$ cat src/rtl/ram_writer.sv
// Store-to-memory writer.
// Takes one byte, halfword or word store at an arbitrary byte address and
// turns it into one or two word-wide memory writes with byte-lane enables.
// A store that crosses a word boundary is issued as two back-to-back
// writes: the low word first, then the next word address, which wraps.
// All memory-side outputs are registered, so the first write appears in
// the cycle after the request handshake.
module ram_writer #(
    parameter int AWIDTH = 17,
    parameter int DWIDTH = 32   // only 32 is supported
) (
    input  logic              clock,
    input  logic              reset,
    input  logic              req_valid,
    output logic              req_ready,
    input  logic [31:0]       req_addr,
    input  logic [DWIDTH-1:0] req_data,
    input  logic [1:0]        req_size,
    output logic              mem_we,
    output logic [AWIDTH-1:0] mem_addr,
    output logic [DWIDTH-1:0] mem_wdata,
    output logic [3:0]        mem_be,
    output logic              done,
    output logic              err
);

    typedef enum logic [1:0] {
        IDLE  = 2'd0,
        WR_LO = 2'd1,
        WR_HI = 2'd2,
        ERR   = 2'd3
    } state_t;

    state_t state_reg, state_next;

    // Registered memory-side outputs and their next values
    logic              mem_we_reg,    mem_we_next;
    logic [AWIDTH-1:0] mem_addr_reg,  mem_addr_next;
    logic [31:0]       mem_wdata_reg, mem_wdata_next;
    logic [3:0]        mem_be_reg,    mem_be_next;
    logic              done_reg,      done_next;
    logic              err_reg,       err_next;

    // Upper half of a split store, precomputed when the request is accepted
    logic              split_reg;
    logic [AWIDTH-1:0] hi_addr_reg;
    logic [31:0]       hi_wdata_reg;
    logic [3:0]        hi_be_reg;
    logic              capture;

    // Request decode: offset, byte mask, word address and lane placement
    logic [1:0]        req_off;
    logic [3:0]        req_mask;
    logic [AWIDTH-1:0] req_word;
    logic [7:0]        lane_be;
    logic [63:0]       lane_data;
    logic              req_split;

    assign req_off   = req_addr[1:0];
    assign req_word  = req_addr[AWIDTH+1:2];
    assign lane_be   = {4'b0000, req_mask} << req_off;
    assign lane_data = {32'h0000_0000, req_data} << {req_off, 3'b000};
    assign req_split = (lane_be[7:4] != 4'b0000);

    // Address bits above the word address are deliberately ignored
    generate
        if (AWIDTH + 2 < 32) begin : g_addr_hi
            logic unused_addr_hi;
            assign unused_addr_hi = ^req_addr[31:AWIDTH+2];
        end
    endgenerate

    // Byte mask for the access size; the illegal size gets no lanes
    always_comb begin
        req_mask = 4'b0000;
        case (req_size)
            2'b00:   req_mask = 4'b0001;
            2'b01:   req_mask = 4'b0011;
            2'b10:   req_mask = 4'b1111;
            default: req_mask = 4'b0000;
        endcase
    end

    // Ready only while idle and not held in reset
    assign req_ready = (state_reg == IDLE) && !reset;

    // Next-state and next-output logic; addr/wdata hold unless a write is issued
    always_comb begin
        state_next     = state_reg;
        mem_we_next    = 1'b0;
        mem_be_next    = 4'b0000;
        mem_addr_next  = mem_addr_reg;
        mem_wdata_next = mem_wdata_reg;
        done_next      = 1'b0;
        err_next       = 1'b0;
        capture        = 1'b0;
        case (state_reg)
            IDLE: begin
                if (req_valid && req_ready) begin
                    if (req_size == 2'b11) begin
                        state_next = ERR;
                        err_next   = 1'b1;
                    end else begin
                        state_next     = WR_LO;
                        capture        = 1'b1;
                        mem_we_next    = 1'b1;
                        mem_addr_next  = req_word;
                        mem_be_next    = lane_be[3:0];
                        mem_wdata_next = lane_data[31:0];
                        done_next      = !req_split;
                    end
                end
            end
            WR_LO: begin
                if (split_reg) begin
                    state_next     = WR_HI;
                    mem_we_next    = 1'b1;
                    mem_addr_next  = hi_addr_reg;
                    mem_be_next    = hi_be_reg;
                    mem_wdata_next = hi_wdata_reg;
                    done_next      = 1'b1;
                end else begin
                    state_next = IDLE;
                end
            end
            WR_HI:   state_next = IDLE;
            default: state_next = IDLE;
        endcase
    end

    // State, output and split-half registers with synchronous reset
    always_ff @(posedge clock) begin
        if (reset) begin
            state_reg     <= IDLE;
            mem_we_reg    <= 1'b0;
            mem_addr_reg  <= '0;
            mem_wdata_reg <= '0;
            mem_be_reg    <= 4'b0000;
            done_reg      <= 1'b0;
            err_reg       <= 1'b0;
            split_reg     <= 1'b0;
            hi_addr_reg   <= '0;
            hi_wdata_reg  <= '0;
            hi_be_reg     <= 4'b0000;
        end else begin
            state_reg     <= state_next;
            mem_we_reg    <= mem_we_next;
            mem_addr_reg  <= mem_addr_next;
            mem_wdata_reg <= mem_wdata_next;
            mem_be_reg    <= mem_be_next;
            done_reg      <= done_next;
            err_reg       <= err_next;
            if (capture) begin
                split_reg    <= req_split;
                hi_addr_reg  <= req_word + {{(AWIDTH-1){1'b0}}, 1'b1};
                hi_wdata_reg <= lane_data[63:32];
                hi_be_reg    <= lane_be[7:4];
            end
        end
    end

    assign mem_we    = mem_we_reg;
    assign mem_addr  = mem_addr_reg;
    assign mem_wdata = mem_wdata_reg;
    assign mem_be    = mem_be_reg;
    assign done      = done_reg;
    assign err       = err_reg;

endmodule

$ cat config.mk
export PLATFORM = sky130hd
export DESIGN_NAME = ram_writer
export DESIGN_NICKNAME = d
export VERILOG_FILES = /design/src/rtl/ram_writer.sv
export SDC_FILE = /design/constraint.sdc
export NUM_CORES = 1
export LEC_CHECK = 0
export CAP_MARGIN = 20
export CORE_UTILIZATION = 40
export CTS_CLUSTER_SIZE = 28
export DETAILED_ROUTE_END_ITERATION = 8
export GPL_ROUTABILITY_DRIVEN = 0
export PLACE_DENSITY = 0.68
export SLEW_MARGIN = 5
export SYNTH_ARGS = -nofsm -noshare
export SYNTH_HDL_FRONTEND = slang
export SYNTH_SLANG_ARGS = --single-unit
export TNS_END_PERCENT = 1
$ cat constraint.sdc
create_clock -name clock -period 1.7 [get_ports clock]
set_input_delay 0.255 -clock clock [delete_from_list [all_inputs] [get_ports clock]]
set_output_delay 0.255 -clock clock [all_outputs]
set_load 0.005 [all_outputs]
Word-level counts from Yosys, hierarchy flattened

Index checks and enable logic that the tools add are counted.

Register bits after elaboration: 112
Latch bits: 0
RAM bits: 0
Bits in read-only memories: 0
Input bits: 69
Output and inout port bits: 57
Logic and storage cells: 59
Memories: 0

Add/subtract/negate cells: 1
Multipliers: 0
Divide/modulo/power cells: 0
Magnitude comparators: 0
Eq/ne operators: 7
Shift operators: 2
Muxes and demuxes: 26
Bitwise operators: 2
Reductions and logical operators: 10

Operators with widths:

| cell                  | number |
|---|---|
| $mux 32               | 3 |
| $pmux 32 s2           | 1 |
| $shl 32x5->64         | 1 |
| $mux 17               | 3 |
| $pmux 17 s2           | 1 |
| $add 17x1->17 const B | 1 |
| $mux 4                | 3 |
| $pmux 4 s3            | 1 |
| $pmux 4 s2            | 1 |
| $shl 4x2->8           | 1 |
| $mux 1                | 7 |
| $mux 2                | 3 |
| $eq 2x1->1 const B    | 2 |
| $eq 2x2->1 const B    | 2 |
| $logic_not 2->1       | 2 |
| $ne 2x2->1 const B    | 2 |
| $pmux 1 s2            | 2 |
| $pmux 2 s2            | 1 |
| $reduce_and 4->1      | 1 |
| $reduce_bool 4->1     | 1 |
| $reduce_or 3->1       | 1 |
| $logic_and 1x1->1     | 2 |
| $logic_not 1->1       | 2 |
| $ne 2x1->1 const B    | 1 |
| other kinds (2)       | 3 |

Depth between registers and ports, before layout

Depth in word-level cells: 8
Gate-level depth with buffers: 8
Depth with buffers taken out: 7

Worst setup path after synthesis

OpenSTA, ideal clock, no wires.

Kind: register to register
Start: register state_reg[1]
End: register hi_be_reg[1]
Library setup time: 0.132 ns
Arrival: 1.636 ns
Data required time: 1.568 ns
Path slack: -0.068 ns
Stages on the path, launching flop included: 9
Path buffers: 4
Period minus slack after synthesis: 1.768 ns
Path through: dfxtp_1 -> or2_1 -> buf_2 -> or3_1 -> buf_2 -> buf_2 -> buf_2 -> nand2_1 -> a21oi_1

Cells in the longest elaborated chain, start to end: 5

Ends and longest elaborated chain:

| item                   | line   | source |
|---|---|---|
| start, declared        | 34     | `state_t state_reg, state_next;` |
| start signal, assigned | 146    | `state_reg <= state_next;` |
| $logic_not 2->1 (*)    | 85, 97 |  |
| $logic_and 1x1->1      | 85     | `assign req_ready = (state_reg == IDLE) && !reset;` |
| $logic_and 1x1->1      | 99     | `if (req_valid && req_ready) begin` |
| $mux 1                 | 99     |  |
| $mux 1 (*)             | 97     | `case (state_reg)` |
| end signal, assigned   | 157    | `hi_be_reg <= lane_be[7:4];` |
| end, declared          | 48     | `logic [3:0] hi_be_reg;` |

Every way passes the cells marked *; elsewhere a longest branch is shown, timed or not.
A chain may end at the register's enable or synchronous reset.

Final worst setup path

Start: input port req_addr[10]
End: register hi_addr_reg[16]

Cells in the longest elaborated chain, start to end: 1

Ends and longest elaborated chain:

| item                 | line | source |
|---|---|---|
| start, declared      | 16   | `input logic [31:0] req_addr,` |
| $add 17x1->17        | 155  | `hi_addr_reg <= req_word + {{(AWIDTH-1){1'b0}}, 1'b1};` |
| end signal, assigned | 155  |  |
| end, declared        | 46   | `logic [AWIDTH-1:0] hi_addr_reg;` |

No other way between the ends.

==> results.py <==
metrics = {
    "global_routing": {
        "gr-usage-all-layers": 0.238,
        "grt_pass1_wl_mm": 23.5,
        "grt_max_degree": 104,
        "antenna_found_initial": 0,
        "grt_pass1_vias": 4699,
        "grt-ovfl-total": 0,
    },
    "setup_path": {
        "path_cells": "clkdlybuf4s50_1, nand4_1, nor4_2, buf_4, nand3_1, xor2_1, a211oi_1",
        "r2r_start": "state_reg[1]$_SDFFE_PP0N_",
        "crit_required_ns": 1.95,
        "cpMaxStageDelayCell": "clkdlybuf4s50_1",
        "timing.rr.end": "mem_addr[5]$_SDFFE_PP0P_",
        "reg2reg_slack_ns": -0.01,
        "crit_path_start_kind": "primary input",
        "crit_arrival_ns": 1.96,
        "critPathMaxFanout": 2,
        "slowest_delay_ns": 0.49,
        "critPathKind": "in2reg",
        "worst-r2r-cell-count": 6,
        "cp-end-kind": "flop",
    },
    "place": {
        "dp_hpwl_mm": 10.6,
        "port_buffers": 112,
        "pre_cts_slack_ns": -0.636,
        "dp.cells": 844,
    },
    "power": {
        "p_leak_nw": 2.70,
        "ir_worst_vdd_mv": 0.630,
        "p_per_area_nw_per_um2": 874,
    },
    "synthesis": {
        "syn_nets": 636,
        "syn_inst": 563,
        "muxShareOfSynthArea": 0.0750,
        "yosys.area.top_type_share": 0.429,
        "async_reset_ff_frac": 0,
        "synth_area_um2": 4800,
        "ys_warn_count": 0,
        "synth_xor_area_frac": 0.0273,
        "synthTopCellsByArea": "dfxtp_1 (43%), nor2_1 (7.0%), a221oi_1 (5.7%)",
        "ys_ff_latch": 103,
        "yosysUniqueCellTypes": 42,
        "synth_edf_count": 0,
        "post_synth_and_or_nand_nor_area_fraction": 0.223,
        "synth.yosys.seq_area_share": 0.429,
        "synth_top_family_by_area": "simple AND/OR/NAND/NOR gates",
        "synth_compound_area_frac": 0.183,
        "avgSynthCellArea_um2": 8.53,
        "ys.flop_type": "dfxtp_1",
        "synthAdderAreaFrac": 0.0104,
        "yosysTopAreaCell": "dfxtp_1",
    },
    "status": {
        "status": "finished, violations left",
        "violations": "DRC, setup timing",
    },
    "drt": {
        "vias_per_cell": 5.75,
        "dr.pass1.iters": 7,
        "drt-initial-drc-count": 440,
        "wl_per_cell_um": 17.8,
        "wirelength_mm": 15.4,
        "drc_errors": 8,
        "antenna_left": 0,
        "vias": 4950,
    },
    "finish": {
        "n_antenna_cell": 0,
        "area_growth_pct": 49.4,
        "stdcell_count": 861,
        "largest_register_ffs": 32,
        "drive_above_1_share": 0.228,
        "finalNetCount": 786,
    },
    "hold_path": {
        "hold_start": "reset",
        "hold_path.class": "in2reg",
        "min_path_cells": 4,
        "worst_hold_path.endpoint": "mem_be[1]$_SDFF_PP0_",
    },
    "sta": {
        "postLayoutSetupSlackWorst_ns": -0.0179,
        "worst_pin_slew_ns": 1.09,
        "final-max-slew-violation-count": 0,
        "rsz0062_at_grt": "yes",
        "slew_headroom": 0.276,
        "fin_skew_ns": 0.0126,
        "hold_viol": 0,
        "finalSetupViolCount": 5,
        "post-route-min-period_ns": 1.72,
        "max_clock_freq_mhz": 582,
        "min_period_over_period": 1.01,
    },
    "clock_tree": {
        "root_buffer": "clkbuf_16",
        "clk_pin_slew_ns": 0.07,
        "tritoncts": "built",
        "cts.sink_count": 103,
        "cts_buffer_depth": 2,
        "insertion_delay_ns": 0.35,
        "hold_buffers": 0,
        "cts_made_buffers": 9,
        "h-tree-depth": 3,
    },
    "floorplan": {
        "pin_count": 126,
        "start_util": 0.415,
        "core-area_um2": 11600,
        "rows": 39,
        "die_w_um": 112,
        "die_h_um": 112,
        "dieArea_um2": 12500,
    },
    "run": {
        "max-cap-violations": 0,
    },
}
placed cells by master, fill, tap and decap left out, types with 9 or more instances in the layout:
cell type,n
clkdlybuf4s50_1,108
dfxtp_1,101
nor2_1,84
buf_4,68
nand2_1,63
nor3_1,29
mux2_2,24
a21oi_1,22
a211oi_1,18
a221oi_1,18
nand3_1,16
nand4_1,15
a311oi_1,14
a221oi_2,12
xor2_1,10
clkbuf_16,10
mux2i_1,9
nand3b_1,9
stage by stage:
step / TNS, ns / cell area (um^2) / utilization / total power (W) / hold WS, ns
3_5_place_dp: -36.76 / 6580 / 0.569 / 0.00388 / 0.447
5_1_grt: -1.63 / 7180 / 0.621 / 0.00649 / 0.357
6_report: -0.0477 / 7180 / 0.621 / 0.00627 / 0.342
3_3_place_gp: -32.33 / 6580 / 0.569 / 0.00385 / 0.441
4_1_cts: -0.109 / 6960 / 0.602 / 0.00621 / 0.340
2_1_floorplan: 0 / 4820 / - / 0.00323 / 0.351
timing repair:
action | in CTS | in global routing
hold endpoints to repair | 0 | 0
setup endpoints to repair | 70 | 78
resized for setup | 11 | 36
pin swaps | 1 | 3
gates cloned | 0 | 1
buffers inserted | 0 | 0
cell type report:
cell class | instances | area, um^2
repair buffers | 194 | 1880
flip-flops and latches | 103 | 2060
inverters | 3 | 11.3
clock inverters | 7 | 108
multi-input cells | 402 | 2710
well taps | 143 | 179
fillers | 991 | 4390
clock buffers | 9 | 225
synthesized netlist by cell type (all sizes together) (15+ instances only):
library cell  instances
nor2                 90
dfxtp               103
nand3                16
mux2                 24
a311oi               17
nand2                63
a221oi               31
nor3                 31
a211oi               18
a21oi                22
clkbuf               42
nand4                15
worst max-delay path: cells and delay by family:
kind | cells | cell delay, ns
compound gates | 1 | 0.24
xor+xnor | 1 | 0.15
buf+inv | 2 | 0.66
simple gates | 3 | 0.66
per-layer routing:
metal  track usage  up-vias  wire, um
li1              -     2341         -
met1         0.292     2334      6210
met2         0.408      238      7590
met3        0.0463       37      1080
met4         0.103        0       471
met5             0        -         0
where the power goes:
part           switching (W)  leakage [nW]  internal (W)
logic               0.000615          1.70      0.000672
registers          0.0000823         0.842       0.00255
clock network        0.00103         0.160       0.00132
logic make-up (layout without fill, tap and decap cells):
| logic type | Yosys count | count (layout) |
|---|---|---|
| fa+ha+maj | 4 | 4 |
| compound gates | 111 | 111 |
| mux | 33 | 33 |
| simple gates | 239 | 239 |
| buf+inv | 58 | 213 |
| xor+xnor | 15 | 15 |
| flops | 103 | 103 |
how the worst max path moves through the flow:
stage	from	endpoint	slack, ns	cells after the start
after floorplan	state_reg[1]$_SDFFE_PP0N_	mem_addr[7]$_SDFFE_PP0P_	0.002	8
after global placement	req_size[0]	mem_wdata[13]$_SDFFE_PP0P_	-0.55	9
after detailed placement	req_size[0]	mem_wdata[13]$_SDFFE_PP0P_	-0.64	9
after CTS	req_addr[11]	hi_addr_reg[16]$_SDFFE_PP0P_	-0.03	7
after global routing	req_addr[11]	hi_addr_reg[16]$_SDFFE_PP0P_	-0.11	7
final	req_addr[10]	hi_addr_reg[16]$_SDFFE_PP0P_	-0.02	7
No activity file was read; power rests on OpenSTA's default activity.
